$ cat src/rtl/ex_mem_pkg.sv
// Shared types and constants for the EX/MEM elastic pipeline stage.
//   stage_state_e : occupancy of the two-entry stage (empty, main only, main + skid)
//   CTRL_*        : bit positions of the named control bits carried with each beat
package ex_mem_pkg;

  typedef enum logic [1:0] {
    ST_EMPTY = 2'd0,
    ST_ONE   = 2'd1,
    ST_TWO   = 2'd2
  } stage_state_e;

  localparam int CTRL_MEMWRITE = 0;
  localparam int CTRL_MEMTOREG = 1;
  localparam int CTRL_REGWRITE = 2;

endpackage

$ cat src/rtl/ex_mem_pipe_entry.sv
// One payload register of the EX/MEM stage: data lanes, destination register
// and control bits, loaded together under a single enable.
// Ports:
//   clk      : rising-edge clock
//   rst_n    : asynchronous active-low clear (payload returns to zero)
//   load_i   : capture data_i/rd_i/ctrl_i on the next rising edge
//   data_i/o : packed data lanes
//   rd_i/o   : destination register index
//   ctrl_i/o : control bits
module pipe_entry #(
  parameter int DATA_W = 64,
  parameter int LANES  = 3,
  parameter int RD_W   = 5,
  parameter int CTRL_W = 3
) (
  input  logic                    clk,
  input  logic                    rst_n,
  input  logic                    load_i,
  input  logic [LANES*DATA_W-1:0] data_i,
  input  logic [RD_W-1:0]         rd_i,
  input  logic [CTRL_W-1:0]       ctrl_i,
  output logic [LANES*DATA_W-1:0] data_o,
  output logic [RD_W-1:0]         rd_o,
  output logic [CTRL_W-1:0]       ctrl_o
);

  logic [LANES*DATA_W-1:0] data_q;
  logic [RD_W-1:0]         rd_q;
  logic [CTRL_W-1:0]       ctrl_q;

  always_ff @(posedge clk or negedge rst_n) begin
    if (!rst_n) begin
      data_q <= '0;
      rd_q   <= '0;
      ctrl_q <= '0;
    end else if (load_i) begin
      data_q <= data_i;
      rd_q   <= rd_i;
      ctrl_q <= ctrl_i;
    end
  end

  assign data_o = data_q;
  assign rd_o   = rd_q;
  assign ctrl_o = ctrl_q;

endmodule

$ cat src/rtl/ex_mem_elastic_stage.sv
// EX/MEM pipeline stage with valid/ready handshake and a two-entry skid buffer.
// The main entry is always the one presented downstream; the skid entry catches
// the single beat accepted in the cycle downstream stalls, so in_ready can be a
// pure decode of registered state.
//
//   state    | meaning
//   ---------+-------------------------------------------
//   ST_EMPTY | nothing held, out_valid=0, in_ready=1
//   ST_ONE   | main holds a beat, out_valid=1, in_ready=1
//   ST_TWO   | main and skid hold beats, in_ready=0
//
// Ports:
//   clk, reset           : clock; asynchronous active-low reset
//   flush                : synchronous discard of all held beats and the offered beat
//   in_valid/in_ready    : upstream handshake
//   in_data/in_rd/in_ctrl: upstream payload (lane i at [i*DATA_W +: DATA_W])
//   out_valid/out_ready  : downstream handshake
//   out_data/out_rd      : presented payload (stale while out_valid=0)
//   out_ctrl             : presented control bits, forced to zero on a bubble
//   stall_cnt            : saturating count of cycles with out_valid=1, out_ready=0
module ex_mem_elastic_stage
  import ex_mem_pkg::*;
#(
  parameter int DATA_W      = 64,
  parameter int LANES       = 3,
  parameter int RD_W        = 5,
  parameter int CTRL_W      = 3,
  parameter int STALL_CNT_W = 16
) (
  input  logic                    clk,
  input  logic                    reset,
  input  logic                    flush,
  input  logic                    in_valid,
  output logic                    in_ready,
  input  logic [LANES*DATA_W-1:0] in_data,
  input  logic [RD_W-1:0]         in_rd,
  input  logic [CTRL_W-1:0]       in_ctrl,
  output logic                    out_valid,
  input  logic                    out_ready,
  output logic [LANES*DATA_W-1:0] out_data,
  output logic [RD_W-1:0]         out_rd,
  output logic [CTRL_W-1:0]       out_ctrl,
  output logic [STALL_CNT_W-1:0]  stall_cnt
);

  localparam int PAYLOAD_W = LANES * DATA_W;

  // Every named control bit must fit inside the control field.
  if (CTRL_W <= CTRL_MEMWRITE || CTRL_W <= CTRL_MEMTOREG || CTRL_W <= CTRL_REGWRITE) begin : g_ctrl_w_check
    $error("CTRL_W is too narrow for the named control bits");
  end

  stage_state_e state_q, state_d;

  logic acc, con;
  logic main_load, skid_load, main_from_skid;

  logic [PAYLOAD_W-1:0] main_data, skid_data, main_data_in;
  logic [RD_W-1:0]      main_rd, skid_rd, main_rd_in;
  logic [CTRL_W-1:0]    main_ctrl, skid_ctrl, main_ctrl_in;

  logic [STALL_CNT_W-1:0] stall_q;

  assign out_valid = (state_q != ST_EMPTY);
  assign in_ready  = (state_q != ST_TWO);

  assign acc = in_valid & in_ready;
  assign con = out_valid & out_ready;

  always_ff @(posedge clk or negedge reset) begin
    if (!reset) begin
      state_q <= ST_EMPTY;
    end else begin
      state_q <= state_d;
    end
  end

  always_comb begin
    state_d        = state_q;
    main_load      = 1'b0;
    skid_load      = 1'b0;
    main_from_skid = 1'b0;
    case (state_q)
      ST_EMPTY: begin
        if (acc) begin
          main_load = 1'b1;
          state_d   = ST_ONE;
        end
      end
      ST_ONE: begin
        if (acc && con) begin
          main_load = 1'b1;
        end else if (acc) begin
          skid_load = 1'b1;
          state_d   = ST_TWO;
        end else if (con) begin
          state_d = ST_EMPTY;
        end
      end
      ST_TWO: begin
        if (con) begin
          main_load      = 1'b1;
          main_from_skid = 1'b1;
          state_d        = ST_ONE;
        end
      end
      default: begin
        state_d = ST_EMPTY;
      end
    endcase
    // Flush wins over any transfer; the payload registers keep their stale
    // contents since they are not presented once the stage is empty.
    if (flush) begin
      state_d        = ST_EMPTY;
      main_load      = 1'b0;
      skid_load      = 1'b0;
      main_from_skid = 1'b0;
    end
  end

  assign main_data_in = main_from_skid ? skid_data : in_data;
  assign main_rd_in   = main_from_skid ? skid_rd   : in_rd;
  assign main_ctrl_in = main_from_skid ? skid_ctrl : in_ctrl;

  pipe_entry #(
    .DATA_W (DATA_W),
    .LANES  (LANES),
    .RD_W   (RD_W),
    .CTRL_W (CTRL_W)
  ) u_main (
    .clk    (clk),
    .rst_n  (reset),
    .load_i (main_load),
    .data_i (main_data_in),
    .rd_i   (main_rd_in),
    .ctrl_i (main_ctrl_in),
    .data_o (main_data),
    .rd_o   (main_rd),
    .ctrl_o (main_ctrl)
  );

  pipe_entry #(
    .DATA_W (DATA_W),
    .LANES  (LANES),
    .RD_W   (RD_W),
    .CTRL_W (CTRL_W)
  ) u_skid (
    .clk    (clk),
    .rst_n  (reset),
    .load_i (skid_load),
    .data_i (in_data),
    .rd_i   (in_rd),
    .ctrl_i (in_ctrl),
    .data_o (skid_data),
    .rd_o   (skid_rd),
    .ctrl_o (skid_ctrl)
  );

  assign out_data = main_data;
  assign out_rd   = main_rd;
  // A bubble must never carry MemWrite/RegWrite downstream.
  assign out_ctrl = out_valid ? main_ctrl : '0;

  always_ff @(posedge clk or negedge reset) begin
    if (!reset) begin
      stall_q <= '0;
    end else if (out_valid && !out_ready && (stall_q != '1)) begin
      stall_q <= stall_q + 1'b1;
    end
  end

  assign stall_cnt = stall_q;

endmodule

$ cat config.mk
export PLATFORM = sky130hd
export DESIGN_NAME = ex_mem_elastic_stage
export DESIGN_NICKNAME = d
export VERILOG_FILES = /design/src/rtl/ex_mem_pkg.sv /design/src/rtl/ex_mem_pipe_entry.sv /design/src/rtl/ex_mem_elastic_stage.sv
export SDC_FILE = /design/constraint.sdc
export NUM_CORES = 1
export LEC_CHECK = 0
export CAP_MARGIN = 25
export CORE_ASPECT_RATIO = 1.75
export CORE_MARGIN = 2
export CORE_UTILIZATION = 40
export DETAILED_ROUTE_END_ITERATION = 6
export PLACE_DENSITY_LB_ADDON = 0.15
export RECOVER_POWER = 100
export SLEW_MARGIN = 10
export SYNTH_ARGS = -nofsm -noshare
export SYNTH_HDL_FRONTEND = slang
export SYNTH_HIERARCHICAL = 1
export SYNTH_SLANG_ARGS = --single-unit
$ cat constraint.sdc
create_clock -name clk -period 2.2 [get_ports clk]
set_input_delay 0.22 -clock clk [delete_from_list [all_inputs] [get_ports clk]]
set_output_delay 0.22 -clock clk [all_outputs]
set_load 0.02 [all_outputs]
==> impl_metrics.toml <==
[timing]
hold_ws_ns = 0.308
fin_skew_ns = 0.0129
slew_viol_final = 0
tightest_slew_ns = 1.44
relSlewSlack_pct = 4.04
setup_slack_ns = 0.0862
period_share_pct = 96.1
hold_viol_final = 0
fin_crit_ns = 2.11
rsz0062_at_grt = "no"
fmax_ghz = 0.473
finalSetupViolations = 0

[global_routing]
grt_max_degree = 83
antenna_found_initial = 8
grt_pass1_vias = 12200
grt_pass1_wl_um = 70700
grt_overflow = 0
grtUsageTotal_pct = 18.6

[critical_path]
criticalPathCategory = "reg2reg"
crit_required_ns = 2.61
cp-start-kind = "flop"
path_max_fanout = 28
crit_path_end_kind = "flop"
reg2reg_setup_slack_ns = 0.09
crit_path_frequent_cell = "mux2_2"
path_cells = "nand2b_1 > nor3b_4 > buf_4 > buf_6 > mux2_2 > mux2_2"
slowest_stage = "dfrtp_1"
slowest_delay_ns = 0.37
crit_arrival_ns = 2.53

[synth]
ys_seq_area_share_pct = 56.2
synth_cells = 1162
async_reset_ff_share_pct = 100
synth_nets = 1368
synth_flop_cell = "dfrtp_1"
synth_area_leaders = "dfrtp_1 56%, mux2_2 35%, clkbuf_8 3.0%"
synth_edf_count = 0
synth_area_leader_cell = "dfrtp_1"
syn_area_um2 = 18600
syn_avg_cell_area_um2 = 16.0
synth.distinct_cells = 37
ys_warn_count = 6
synth_seq_cells = 418
synth.top_cell.area_share_pct = 56.2

[route]
drtIter0Drc = 462
wl_um = 45600
vias_per_cell = 5.02
wl_met2_um = 24600
drc = 0
wl_per_cell_um = 20.3
vias = 11300
wl_met1_um = 16800
drtPass1Iterations = 4
maxUsedRoutingLayer = "met4"
drt.antenna.violating_nets = 0
dr_wl_met3_um = 2600

[clocking]
clk_pin_slew_ns = 0.07
cts_setup_buffers = 0
clk_path_buf_depth = 3
clock-root-buffer = "clkbuf_16"
numCtsBuffers = 42
cts_tree = "done"
clock-sinks = 418
htreeDepth = 2
worstSkewPairLatency_ns = 0.54

[min_path]
hp-class = "in2reg"

[floorplan]
die_x_um = 167
dieArea_um2 = 48300
rows = 104
start_util_pct = 40.5
io_pins = 423
core_um2 = 45900
die_h_um = 289

[power_and_ir_drop]
p_int_w = 0.0165
power_w = 0.0229
p_sw_share_pct = 28.0
pwr-share-seq_pct = 45.8
p_leak_nw = 10.3
pwr-share-comb_pct = 24.2
switching_power_w = 0.00642
pwr-share-clk_pct = 29.9
irDropWorstVdd_uv = 740
power_density_nw_per_um2 = 929

[placement]
place_congestion = 0.747
dp.cells = 2162
place_worst_setup_slack_ns = -0.0350
dp_hpwl_um = 33000
io_buffers = 422

[finish]
fin_nets = 1830
final_cell_mix = "579 x mux2_2, 417 x dfrtp_1, 214 x dlygate4sd3_1"
drive_gt1_share_pct = 42.6
layout_commonest_cell = "mux2_2"
stdcell_count = 2246
area_growth_pct = 32.8

[run_status]
status = "complete, no violations"

[job]
maxCapViolCount = 0
## cells by family after synthesis
kind of cell | after synthesis | synth area share [%]
fa+ha+maj | 1 | 0.0672
xor+xnor | 12 | 0.565
buf+inv | 68 | 4.53
simple gates | 51 | 1.80
compound gates | 10 | 0.350
mux | 602 | 36.5
flops | 418 | 56.2
## timing repair
item | CTS | global route
hold endpoints to repair | 75 | 0
hold buffers | 1 | 0
gates resized for setup | 1 | 2
setup endpoints to repair | 4 | 53
pin swaps | 0 | 0
## routing by layer
| metal | up-vias | GRT usage, % |
|---|---|---|
| met2 | 305 | 34.2 |
| met4 | 0 | 7.91 |
| met3 | 69 | 4.22 |
| li1 | 5140 | - |
| met1 | 5756 | 20.5 |
| met5 | - | 0 |
## sequential cells by signal, summed over array words and instances, names as in the netlist
signal / flops
u_skid/data_o: 192
u_main/rd_o: 5
u_main/ctrl_o: 3
u_skid/ctrl_o: 3
stall_cnt: 16
u_skid/rd_o: 5
state_q: 2
u_main/data_o: 192
## synth_stat cells (all sizes together), types with 4 or more instances
cell	instances
a21oi	5
buf	26
clkbuf	41
dfrtp	418
mux2	602
nand2	10
nand3	7
nand4	6
nor2	5
nor2b	4
nor3	4
nor4	4
xnor2	5
xor2	7
## worst max-delay path, delay by kind of cell (launching register included)
kind / cells / cell delay, ns
mux: 2 / 0.64
buf+inv: 2 / 0.48
simple gates: 2 / 0.47
flops: 1 / 0.37
## worst paths after layout
kind	start	endpoint	depth (start not counted)
setup / recovery	state_q[0]	u_main/data_o[72]	6
hold / removal	in_data[9]	u_skid/data_o[9]	2
setup reg to reg	state_q[0]	u_main/data_o[72]	6
hold reg to reg	stall_cnt[8]	stall_cnt[8]	1
max in group asynchronous	reset	u_main/data_o[155]	3
min in group asynchronous	reset	u_main/data_o[2]	2
## power by group through the flow
stage	logic, W	clock network [W]	registers (W)
floorplan	0.00221	0	0.0114
global placement	0.00583	0	0.0106
detailed placement	0.00595	0	0.0107
CTS	0.00597	0.00713	0.0106
global route	0.00593	0.00740	0.0108
finish	0.00556	0.00687	0.0105
## area by class of cell
cell class | instances | area (um^2)
fillers | 3935 | 21200
flip-flops and latches | 418 | 10500
multi-input cells | 676 | 7280
repair buffers | 485 | 4910
clock buffers | 62 | 1200
well taps | 583 | 729
clock inverters | 13 | 93.8
diodes | 8 | 20.0
inverters | 1 | 3.75
## stage by stage
step	area (um^2)	TNS, ns	util [%]
finish	24700	0	53.8
global route	24700	0	53.8
CTS	24800	0	54.0
detailed placement	23500	-1.34	51.2
global placement	23500	0	51.2
floorplan	18600	0	-
(Power assumes the default switching activity.)
